--- config.mk ---
export PLATFORM = sky130hd
export DESIGN_NAME = fx_mul
export DESIGN_NICKNAME = d
export VERILOG_FILES = /design/src/rtl/fx_mul.sv
export SDC_FILE = /design/constraint.sdc
export NUM_CORES = 1
export LEC_CHECK = 0
export BUFFER_PORTS_ARGS = -buffer_cell sky130_fd_sc_hd__buf_2
export CAP_MARGIN = 20
export CORE_MARGIN = 4
export CORE_UTILIZATION = 32
export CTS_BUF_LIST = sky130_fd_sc_hd__clkbuf_8
export DETAILED_ROUTE_END_ITERATION = 6
export HOLD_SLACK_MARGIN = 0.05
export PLACE_DENSITY = 0.56
export SKIP_CTS_REPAIR_TIMING = 1
export SLEW_MARGIN = 15
export SYNTH_ARGS = -nofsm -noshare
export SYNTH_HDL_FRONTEND = slang
export SYNTH_SLANG_ARGS = --single-unit
--- constraint.sdc ---
create_clock -name clk_in -period 4.1 [get_ports clk_in]
set_input_delay 0 -clock clk_in [delete_from_list [all_inputs] [get_ports clk_in]]
set_output_delay 0 -clock clk_in [all_outputs]
set_load 0.03 [all_outputs]
--- src/rtl/fx_mul.sv ---
// Sequential sign-magnitude Qm.n multiplier with shift-add, one multiplier bit per clock.
// Optional round-half-up of the magnitude when FX_MUL_ROUND_EN is defined (truncates otherwise).
module fx_mul #(
    parameter int unsigned Q = 15,
    parameter int unsigned N = 32
) (
    input  logic         clk_in,
    input  logic         rst_n_in,
    input  logic [N-1:0] multiplicand_in,
    input  logic [N-1:0] multiplier_in,
    input  logic         start_in,
    output logic [N-1:0] product_out,
    output logic         complete_out,
    output logic         overflow_out
);

    localparam int unsigned AccW = 2 * N - 2;
    localparam int unsigned CntW = $clog2(N);

    typedef enum logic [0:0] {StIdle, StRun} state_t;

    state_t          state_q;
    logic [AccW-1:0] a_q;
    logic [N-2:0]    b_q;
    logic [AccW-1:0] acc_q;
    logic [CntW-1:0] cnt_q;
    logic            sign_q;

    logic [AccW-1:0] acc_sum;
    logic [N-2:0]    mag;
    logic [N-2:0]    mag_sat;
    logic            ovf;
    logic [N-1:0]    result;
    logic            unused_low;
`ifdef FX_MUL_ROUND_EN
    logic [N-1:0]    rounded;
`endif

    // Final result is formed from the accumulator including this edge's partial product.
    always_comb begin
        acc_sum = acc_q + (b_q[0] ? a_q : '0);
`ifdef FX_MUL_ROUND_EN
        rounded = {1'b0, acc_sum[N-2+Q:Q]} + N'(acc_sum[Q-1]);
        ovf     = (|acc_sum[AccW-1:N-1+Q]) | rounded[N-1];
        mag     = rounded[N-2:0];
`else
        ovf     = |acc_sum[AccW-1:N-1+Q];
        mag     = acc_sum[N-2+Q:Q];
`endif
        mag_sat = ovf ? '1 : mag;
        // No negative zero: sign only survives with a nonzero magnitude.
        result  = {sign_q & (|mag_sat), mag_sat};
    end

    assign unused_low = ^acc_sum[Q-1:0];

    always_ff @(posedge clk_in or negedge rst_n_in) begin
        if (!rst_n_in) begin
            state_q      <= StIdle;
            a_q          <= '0;
            b_q          <= '0;
            acc_q        <= '0;
            cnt_q        <= '0;
            sign_q       <= 1'b0;
            product_out  <= '0;
            complete_out <= 1'b1;
            overflow_out <= 1'b0;
        end else begin
            case (state_q)
                StIdle: begin
                    if (start_in) begin
                        a_q          <= {{(N - 1){1'b0}}, multiplicand_in[N-2:0]};
                        b_q          <= multiplier_in[N-2:0];
                        sign_q       <= multiplicand_in[N-1] ^ multiplier_in[N-1];
                        acc_q        <= '0;
                        cnt_q        <= CntW'(N - 2);
                        overflow_out <= 1'b0;
                        complete_out <= 1'b0;
                        state_q      <= StRun;
                    end
                end
                StRun: begin
                    acc_q <= acc_sum;
                    a_q   <= a_q << 1;
                    b_q   <= b_q >> 1;
                    cnt_q <= cnt_q - CntW'(1);
                    if (cnt_q == '0) begin
                        product_out  <= result;
                        overflow_out <= ovf;
                        complete_out <= 1'b1;
                        state_q      <= StIdle;
                    end
                end
                default: state_q <= StIdle;
            endcase
        end
    end

endmodule
==> results by group, run 1 <==
Clocking
  • CTS Buffer Depth: 2
  • Total CTS buffers: 17
  • Worst-skew pair later-pin latency: 0.51 ns
  • Clock transition at the registers of the reported paths: ~0.11 ns
  • TritonCTS clock tree: yes
  • CTS H-tree lvls: 4
  • CTS root buf: clkbuf_8
  • CTS sink cnt: between 150 and 200

Timing
  • Max frequency: between 200 and 250 MHz
  • RSZ-0062 raised after global routing: true
  • Clk_skew: between 0.01 and 0.015 ns
  • Final Hold Fails: 0
  • Hold slack: around 0.099 ns
  • Slew margin rel.: between 40 and 50%
  • Setup TNS: 0 ns
  • Fin crit period: slightly above 4 ns
  • Fin crit share: just under 100%
  • Final slew viol count: 0
  • Final setup viols: 0
  • Worst-Margin Slew: approximately 0.8 ns

Hold path
  • Worst hold path class: primary input to async pin

Yosys
  • Synthesized cell area: between 10,000 and 15,000 sq um
  • Synthesized flop and latch total: around 200
  • Cells after Synth: 1,493
  • Ys async rst share: between 90% and 100%
  • Top post-synthesis cells by count: nand2_1, dfrtp_1, o21ai_0
  • YS warnings: 0
  • Mapped Nets: 1,624
  • Yosys top cell area share: 38.81%
  • Register area share after synthesis: 39.01%
  • Syn Area/Cell: 8.422 sq um
  • Top-count cell post-synth: nand2_1
  • Yosys cell types: 79
  • Ranking of synthesized cells by area: dfrtp_1, nand2_1, o21ai_0
  • Top_reg_cell synth: dfrtp_1
  • Post-synth top area cell: dfrtp_1
  • Post-synth EDFFs: 0

Floorplan
  • Core Area: 38,740 sq um
  • Num ports: 101
  • Placement row count: 72
  • Initial core utilization: 32.46%
  • Die height: 206.2 um
  • DIE WIDTH: 206.2 um
  • Die area: 42,530 sq um

GRT
  • First-pass GRT wire length: 62.52 mm
  • Pin count of the biggest net entering global routing: 84
  • Number of global-route vias before repair: between 10,000 and 15,000
  • Antenna violations before repair: 0
  • GRT Total Usage: roughly 18%
  • Global route overflow: 0

Drt
  • 1st-iter DRT viols: 741
  • Pre-Repair DR Iteration Count: 5
  • Drt wl/cell: 16.45 um
  • Via count: 12,105
  • Routed WL: a little under 40 mm
  • DRC viols: 0
  • Final antenna-violating net count: 0
  • Vias per cell: a little over 5

Pwr
  • Int Pwr: 5.769 mW
  • Sw Share: between 40 and 50%
  • Pwr/cell area: 627.6 nW/um^2
  • Flop pwr share: 32.5%
  • Worst IR drop on VDD: 227.7 uV
  • Switching power: 4.568 mW
  • Gate power share: 55.6%
  • LEAKAGE: between 7 and 8 nW
  • Clock power frac: 11.9%
  • Overall power: 10.34 mW

Worst setup path
  • Req. time, crit path: 4.50 ns
  • Critical path launch point type: flop
  • Critical Setup Path Class: flop to flop
  • Element type at the critical path end: flop
  • Worst path arrival time: 4.47 ns
  • Crit Path Max Fanout: 31

Finish
  • Antenna diodes: 0
  • Area of the multi-input gates: 7476 sq um
  • Reg area: 4911 sq um
  • # fillers: 3,886
  • Final net count: between 1,500 and 2,000
  • Fin cells: 2,354
  • Layout cells sized above 1: a little under a quarter
  • P&R area growth vs syn: 30.99%

Placed design
  • Placed insts: 2,252
  • HPWL after detailed placement: 29.50 mm
  • RD Place Congestion: ~0.94
  • I/O Buffers: 100

Job
  • Max cap viols: 0

Outcome
  • Status: finished clean
sequential cells by signal, indices dropped and copies added (netlist names):
register and cells:
sign_q 1, product_out 32, overflow_out 1, acc_q 62, complete_out 1, a_q 62, b_q 31, state_q 1
cnt_q 5
routing by layer:
metal / track usage [%] / routed length [um]
met1: 25.97 / 18590
met2: 29.09 / 17810
met3: 2.809 / 1594
met4: 4.967 / 722
met5: 0 / 0
kinds of logic after synthesis:
family                   after synthesis  synth area share, %
AND/OR/NAND/NOR                      557                20.75
AO/OA/AOI/OAI                        454                21.80
flip-flops                           196                39.01
buffers and inverters                108                3.443
adder cells (fa/ha/maj)               64                6.428
multiplexers                          63                5.015
XOR/XNOR                              51                3.552
critical path, stage by stage (launching register included):
cell     delay (ns)
dfrtp_2        0.46
buf_12         0.17
and2_1         0.16
ha_1           0.29
buf_4          0.15
a21oi_1        0.20
o21ai_1        0.13
a22oi_2        0.22
buf_4          0.17
a31oi_1        0.17
or4b_2         0.65
nand4_1        0.15
o21ai_0        0.14
nor4_2         0.28
buf_4          0.17
and4_1         0.18
and4_1         0.19
o21ai_1        0.06
power by group through the flow:
stage	Clock [mW]	Sequential [mW]	Combinational [mW]
final	1.23	3.36	5.75
after CTS	1.28	3.36	5.59
after floorplan	0	3.52	2.98
after global placement	0	3.37	5.50
after global routing	1.35	3.48	6.37
after detailed placement	0	3.38	5.58
placed cells by master (no fill, tap or decap), types with 28 or more instances in the layout:
cell	count
buf_2	98
o21ai_0	180
buf_4	231
ha_1	59
xnor2_1	28
mux2i_1	63
and2_1	67
nand2_1	250
dlygate4sd3_1	66
dfrtp_1	193
nor2_1	106
a21oi_1	93
path summary, 6_finish.rpt:
kind                                           from                     endpoint  slack [ns]  cells past startpoint
max in group asynchronous                  rst_n_in        acc_q[55]$_DFFE_PN0P_        3.03                      3
max reg2reg                      b_q[0]$_DFFE_PN0P_  product_out[31]$_DFFE_PN0P_        0.03                     17
min in group clk_in               multiplier_in[30]          b_q[30]$_DFFE_PN0P_        0.29                      4
min                                        rst_n_in   product_out[7]$_DFFE_PN0P_         0.1                      2
max                              b_q[0]$_DFFE_PN0P_  product_out[31]$_DFFE_PN0P_        0.03                     17
min reg2reg                complete_out$_DFFE_PN1P_     complete_out$_DFFE_PN1P_        0.46                      2
per-stage QoR:
| stage | setup slack [ns] | util (%) | instance area, sq um |
|---|---|---|---|
| finish | 0.02905 | 42.52 | 16470 |
| global route | -0.2005 | 42.52 | 16470 |
| CTS | -0.1649 | 40.14 | 15550 |
| detailed placement | -0.1278 | 39.21 | 15190 |
| global placement | -0.09629 | 39.21 | 15190 |
| floorplan | 0.1327 | - | 12570 |
final cells by class:
type / instances / share of cell area [%]
Timing Repair Buffer: 402 / 18.28
Tap cell: 518 / 3.935
Clock inverter: 13 / 0.6077
Inverter: 17 / 0.3874
Sequential cell: 196 / 29.82
Multi-Input combinational cell: 1189 / 45.39
Clock buffer: 19 / 1.588
Note: power is estimated with default switching activity, not from simulation.
==> run 2, diff against run 1 <==
--- a/config.mk
+++ b/config.mk
@@ -7,6 +7,7 @@
 export LEC_CHECK = 0
 export BUFFER_PORTS_ARGS = -buffer_cell sky130_fd_sc_hd__buf_2
 export CAP_MARGIN = 20
+export CORE_ASPECT_RATIO = 0.8
 export CORE_MARGIN = 4
 export CORE_UTILIZATION = 32
 export CTS_BUF_LIST = sky130_fd_sc_hd__clkbuf_8
==> results by group, run 2 (synthesis results as in run 1) <==
Clocking
  • Total CTS buffers: 17 (unchanged)
  • CTS root buf: clkbuf_8 (unchanged)
  • TritonCTS clock tree: yes (unchanged)
  • CTS H-tree lvls: 4 (unchanged)
  • CTS Buffer Depth: 2 (unchanged)
  • Clock transition at the registers of the reported paths: 0.10 ns (was 0.11 ns)
  • Worst-skew pair later-pin latency: 0.51 ns (about the same)
  • CTS sink cnt: 196 (unchanged)

GRT
  • First-pass GRT wire length: 62.73 mm (was 62.52 mm)
  • GRT Total Usage: 18.28% (about the same)
  • Met2 usage in global routing: 26.65% (was 29.09%)
  • Global route overflow: 0 (unchanged)
  • Pin count of the biggest net entering global routing: 100 (was 84)
  • M3 GR Usage: 3.336% (was 2.809%)
  • Antenna violations before repair: 0 (unchanged)
  • Most Crowded Layer GR: met1 (was met2)
  • Number of global-route vias before repair: 11,526 (was 11,562)
  • Met1 GRT Util: 27.87% (was 25.97%)

Timing
  • Slew margin rel.: 40.41% (was 46.65%)
  • Worst-Margin Slew: 0.8939 ns (was 0.8002 ns)
  • Fin crit period: 4.126 ns (was 4.071 ns)
  • Max frequency: 242.4 MHz (was 245.6 MHz)
  • Final Hold Fails: 0 (unchanged)
  • Fin crit share: 100.6% (was 99.29%)
  • Clk_skew: 0.01075 ns (was 0.01450 ns)
  • RSZ-0062 raised after global routing: true (unchanged)
  • Fin worst setup slack: -0.02610 ns (was 0.02905 ns)
  • Final slew viol count: 0 (unchanged)
  • Setup TNS: -0.2137 ns (was 0 ns)
  • Final setup viols: 17 (was 0)

Drt
  • DRC viols: 0 (unchanged)
  • Via count: 12,267 (was 12,105)
  • Final antenna-violating net count: 0 (unchanged)
  • Pre-Repair DR Iteration Count: 5 (unchanged)
  • 1st-iter DRT viols: 1,133 (was 741)
  • Routed WL: 39.72 mm (was 38.73 mm)
  • Drt wl/cell: 16.72 um (was 16.45 um)
  • Vias per cell: 5.163 (was 5.142)

Finish
  • Area of the multi-input gates: 7543 sq um (was 7476 sq um)
  • Reg area: 4911 sq um (unchanged)
  • Fin cells: 2,376 (was 2,354)
  • P&R area growth vs syn: 33.66% (was 30.99%)
  • # fillers: 3,846 (was 3,886)
  • Layout cells sized above 1: 23.48% (was 23.53%)
  • Final net count: 1,966 (was 1,954)
  • Commonest non-fill, non-tap cell in the layout: nand2_1 (unchanged)
  • Antenna diodes: 0 (unchanged)
  • Largest registers: a_q: 62 flops, acc_q: 62 flops, product_out: 32 flops (unchanged)
  • Most frequent cells in the layout: nand2_1, buf_4, dfrtp_1 (unchanged)

Outcome
  • Status: finished with violations (was finished clean)
  • Failing checks: negative setup slack

Pwr
  • LEAKAGE: 7.530 nW (was 7.399 nW)
  • Pwr/cell area: 642.9 nW/um^2 (was 627.6 nW/um^2)
  • Worst IR drop on VDD: 258.0 uV (was 227.7 uV)

Hold path
  • Hold path startpoint: start_in
  • Worst hold path class: primary input to flop (was primary input to async pin)
  • Hold Path Sink: b_q[5]$_DFFE_PN0P_
  • Hold depth: 3

Floorplan
  • Placement row count: 64 (was 72)
  • Die height: 185.3 um (was 206.2 um)
  • DIE WIDTH: 229.6 um (was 206.2 um)
  • Core Area: 38,520 sq um (was 38,740 sq um)
  • Initial core utilization: 32.65% (was 32.46%)
  • Die area: 42,550 sq um (was 42,530 sq um)
  • Num ports: 101 (unchanged)

Placed design
  • RD Place Congestion: 0.9363 (was 0.9360)
  • I/O Buffers: 100 (unchanged)
  • Placed insts: 2,260 (was 2,252)
  • HPWL after detailed placement: 29.86 mm (was 29.50 mm)
  • Pre-CTS WS: -0.3056 ns (was -0.1278 ns)

Worst setup path
  • Req. time, crit path: 4.50 ns (about the same)
  • Worst reg2reg path depth: 15 (was 17)
  • CP bufs+invs: 4 (unchanged)
  • Crit Path Max Fanout: 29 (was 31)
  • CP Depth: 15 (was 17)
  • Element type at the critical path end: flop (unchanged)
  • Worst path arrival time: 4.52 ns (was 4.47 ns)
  • R2r endpoint: product_out[8]$_DFFE_PN0P_ (was product_out[31]$_DFFE_PN0P_)
  • RR Startpoint: b_q[0]$_DFFE_PN0P_ (unchanged)
  • Slowest cell on the critical path: or4_4 (was or4b_2)
  • Cells along the critical path: buf_12 -> and2_1 -> ha_1 -> a21oi_1 -> buf_4 -> o21ai_0 -> a21o_1 -> a31oi_2 -> o22a_1 -> o211a_1 -> or4_4 -> nor4_4 -> buf_6 -> clkbuf_16 -> a31oi_1 (was buf_12 -> and2_1 -> ha_1 -> buf_4 -> a21oi_1 -> o21ai_1 -> a22oi_2 -> buf_4 -> a31oi_1 -> or4b_2 -> nand4_1 -> o21ai_0 -> nor4_2 -> buf_4 -> and4_1 -> and4_1 -> o21ai_1)
  • Crit path largest cell delay: 0.54 ns (was 0.65 ns)
  • Critical path launch point type: flop (unchanged)
  • Critical Setup Path Class: flop to flop (unchanged)
  • Crit path max-delay family: compound AO/OA/AOI/OAI gates (was simple AND/OR/NAND/NOR gates)
  • Reg2reg setup slack: -0.03 ns (was 0.03 ns)

Job
  • Max cap viols: 0 (unchanged)
## run 2: worst max path at each step
stage                       start  slack [ns]                     endpoint
2_1_floorplan  b_q[0]$_DFFE_PN0P_        0.13  product_out[31]$_DFFE_PN0P_
3_3_place_gp   b_q[0]$_DFFE_PN0P_       -0.33  product_out[31]$_DFFE_PN0P_
3_5_place_dp   b_q[0]$_DFFE_PN0P_       -0.31  product_out[30]$_DFFE_PN0P_
4_1_cts        b_q[0]$_DFFE_PN0P_       -0.34  product_out[30]$_DFFE_PN0P_
5_1_grt        b_q[0]$_DFFE_PN0P_       -0.18  product_out[18]$_DFFE_PN0P_
6_report       b_q[0]$_DFFE_PN0P_       -0.03   product_out[8]$_DFFE_PN0P_
## run 2: where the power goes
group | switching [mW] | internal (mW)
Sequential | 0.608 | 2.77
Combinational | 3.32 | 2.63
Clock | 0.727 | 0.756
Total | 4.65 | 6.15
## run 2: routing by layer
| layer | share of wire (%) | wire length (um) |
|---|---|---|
| met1 | 51 | 20230 |
| met2 | 42 | 16730 |
| met3 | 5.5 | 2197 |
| met4 | 1.4 | 557 |
| met5 | 0 | 0 |
## run 2: tightest hold or removal path, stage by stage
cell     delay [ns]
buf_4          0.23
mux2i_1        0.18
o21ai_0        0.08
## run 2: layout make-up
class                   instances  share of cell area, %
well taps                     528                  3.931
repair buffers                414                  18.83
clock inverters                13                  1.199
multi-input cells            1189                  44.88
inverters                      17                 0.3797
clock buffers                  19                  1.556
flip-flops and latches        196                  29.22
## run 2: metrics by stage
stage	util (%)	power (mW)	instance area [sq um]	hold WS, ns
2_1_floorplan	-	6.504	12570	-0.2956
3_3_place_gp	39.31	8.902	15140	0.1633
3_5_place_dp	39.38	9.010	15170	0.1675
4_1_cts	40.58	10.54	15630	-0.4166
5_1_grt	43.64	11.62	16810	0.04958
6_report	43.64	10.81	16810	0.03859
==> run 3, diff against run 2 <==
--- a/config.mk
+++ b/config.mk
@@ -14,7 +14,6 @@
 export DETAILED_ROUTE_END_ITERATION = 6
 export HOLD_SLACK_MARGIN = 0.05
 export PLACE_DENSITY = 0.56
-export SKIP_CTS_REPAIR_TIMING = 1
 export SLEW_MARGIN = 15
 export SYNTH_ARGS = -nofsm -noshare
 export SYNTH_HDL_FRONTEND = slang
==> results by group, run 3 (synthesis results as in run 1) <==
Timing
  • Clk_skew: 0.01311 ns (was 0.01075 ns)
  • Final setup viols: 0 (was 17)
  • RSZ-0062 raised after global routing: true (unchanged)
  • Final Hold Fails: 0 (unchanged)
  • Worst-Margin Slew: 0.8917 ns (was 0.8939 ns)
  • Final slew viol count: 0 (unchanged)
  • Fin crit period: 4.094 ns (was 4.126 ns)
  • Slew margin rel.: 40.55% (was 40.41%)
  • Max frequency: 244.3 MHz (was 242.4 MHz)
  • Fin crit share: 99.85% (was 100.6%)

GRT
  • Global route overflow: 0 (unchanged)
  • Antenna violations before repair: 0 (unchanged)
  • First-pass GRT wire length: 65.14 mm (was 62.73 mm)
  • Pin count of the biggest net entering global routing: 100 (unchanged)
  • Number of global-route vias before repair: 12,149 (was 11,526)
  • GRT Total Usage: 18.90% (was 18.28%)

Drt
  • Vias per cell: 5.170 (was 5.163)
  • Pre-Repair DR Iteration Count: 5 (unchanged)
  • Via count: 12,330 (was 12,267)
  • Drt wl/cell: 16.76 um (was 16.72 um)
  • Routed WL: 39.96 mm (was 39.72 mm)
  • Final antenna-violating net count: 0 (unchanged)
  • 1st-iter DRT viols: 1,057 (was 1,133)
  • DRC viols: 0 (unchanged)

Placed design
  • RD Place Congestion: 0.9363 (unchanged)
  • Placed insts: 2,260 (unchanged)
  • HPWL after detailed placement: 29.86 mm (unchanged)
  • DP Area: 15,170 sq um (unchanged)
  • I/O Buffers: 100 (unchanged)

Outcome
  • Status: finished clean (was finished with violations)

Worst setup path
  • RR Startpoint: b_q[0]$_DFFE_PN0P_ (unchanged)
  • Reg2reg setup slack: 0.006 ns (was -0.03 ns)
  • Worst reg2reg path depth: 17 (was 15)
  • Req. time, crit path: 4.45 ns (was 4.50 ns)
  • Critical path launch point type: flop (unchanged)
  • R2r endpoint: product_out[15]$_DFFE_PN0P_ (was product_out[8]$_DFFE_PN0P_)
  • Critical Setup Path Class: flop to flop (unchanged)
  • Element type at the critical path end: flop (unchanged)
  • Worst path arrival time: 4.45 ns (was 4.52 ns)
  • Crit. Startpoint: b_q[0]$_DFFE_PN0P_ (unchanged)
  • Crit Path Max Fanout: 29 (unchanged)

Clocking
  • CTS root buf: clkbuf_8 (unchanged)
  • CTS H-tree lvls: 4 (unchanged)
  • Worst-skew pair later-pin latency: 0.51 ns (about the same)
  • TritonCTS clock tree: yes (unchanged)
  • CTS Buffer Depth: 2 (unchanged)
  • Clock transition at the registers of the reported paths: 0.10 ns (about the same)
  • CTS sink cnt: 196 (unchanged)
  • Total CTS buffers: 17 (unchanged)

Floorplan
  • Die area: 42,550 sq um (unchanged)
  • Num ports: 101 (unchanged)
  • Initial core utilization: 32.65% (unchanged)
  • Die height: 185.3 um (unchanged)
  • Placement row count: 64 (unchanged)
  • DIE WIDTH: 229.6 um (unchanged)
  • Core Area: 38,520 sq um (unchanged)

Pwr
  • Pwr/cell area: 642.1 nW/um^2 (was 642.9 nW/um^2)
  • LEAKAGE: 7.545 nW (was 7.530 nW)
  • Worst IR drop on VDD: 259.0 uV (was 258.0 uV)
  • Overall power: 10.91 mW (was 10.81 mW)

Finish
  • Fin util: 44.11% (was 43.64%)
  • P&R area growth vs syn: 35.12% (was 33.66%)
  • Final net count: 1,975 (was 1,966)
  • Most frequent cells in the layout: nand2_1, buf_4, dfrtp_1 (unchanged)
  • # fillers: 3,816 (was 3,846)
  • Post-layout instance area: 16,990 sq um (was 16,810 sq um)
  • Fin cells: 2,385 (was 2,376)
  • Largest registers: a_q: 62 flops, acc_q: 62 flops, product_out: 32 flops (unchanged)
  • Layout cells sized above 1: 24.29% (was 23.48%)
  • Commonest non-fill, non-tap cell in the layout: nand2_1 (unchanged)
  • Antenna diodes: 0 (unchanged)

Job
  • Max cap viols: 0 (unchanged)

Hold path
  • Worst hold path class: primary input to async pin (was primary input to flop)
[run 3: how the worst max path moves through the flow]
stage,slack (ns),end
floorplan,0.13,product_out[31]$_DFFE_PN0P_
global placement,-0.33,product_out[31]$_DFFE_PN0P_
detailed placement,-0.31,product_out[30]$_DFFE_PN0P_
CTS,-0.009,product_out[15]$_DFFE_PN0P_
global route,-0.13,product_out[18]$_DFFE_PN0P_
finish,0.006,product_out[15]$_DFFE_PN0P_
[run 3: per-stage QoR]
| stage | setup slack, ns | setup TNS (ns) | hold slack (ns) |
|---|---|---|---|
| 2_1_floorplan | 0.1327 | 0 | -0.2956 |
| 3_3_place_gp | -0.3345 | -4.792 | 0.1633 |
| 3_5_place_dp | -0.3056 | -8.746 | 0.1675 |
| 4_1_cts | -0.008794 | -0.02539 | 0.1513 |
| 5_1_grt | -0.1255 | -2.225 | 0.1998 |
| 6_report | 0.005999 | 0 | 0.1523 |
[run 3: area by class of cell]
class                      count  area [sq um]  share of cell area [%]
multi-input combinational   1189          7660                   45.08
sequential                   196          4911                   28.90
timing repair buffer         423          3233                   19.03
tap                          528         660.6                   3.888
clock buffer                  19         261.5                   1.539
clock inverter                13         201.4                   1.186
inverter                      17         63.81                  0.3756
[run 3: power by group]
part | switching [mW] | leakage, nW | internal (mW)
logic | 3.35 | 4.85 | 2.69
registers | 0.621 | 2.46 | 2.77
clock network | 0.725 | 0.234 | 0.756
[run 3: per-layer routing]
layer | up-vias | wire, um | GRT usage [%]
met2 | 316 | 17050 | 28.37
li1 | 6031 | - | -
met3 | 45 | 1951 | 3.260
met4 | 0 | 542 | 4.526
met1 | 5938 | 20410 | 28.32
met5 | - | 0 | 0
[run 3: worst max-delay path, stage by stage, from the launching register on]
cell       delay [ns]
dfrtp_2          0.45
buf_12           0.17
and2_1           0.19
ha_4             0.29
buf_4            0.11
nand4_1          0.20
buf_4            0.21
buf_4            0.12
buf_4            0.14
a2111oi_4        0.30
nor2_2           0.09
o22a_1           0.21
o211a_1          0.26
or4_4            0.54
nor4_4           0.24
buf_6            0.18
buf_12           0.14
a31oi_1          0.09
[run 3: what timing repair did]
item                                    4_1_cts  5_1_grt
buffers inserted                              2        6
endpoints found under the setup margin       33       33
pin swaps                                     7        9
resized for setup                            39       49
hold buffers                                 84        0
hold endpoints to repair                    160        0
gates cloned                                  0        1
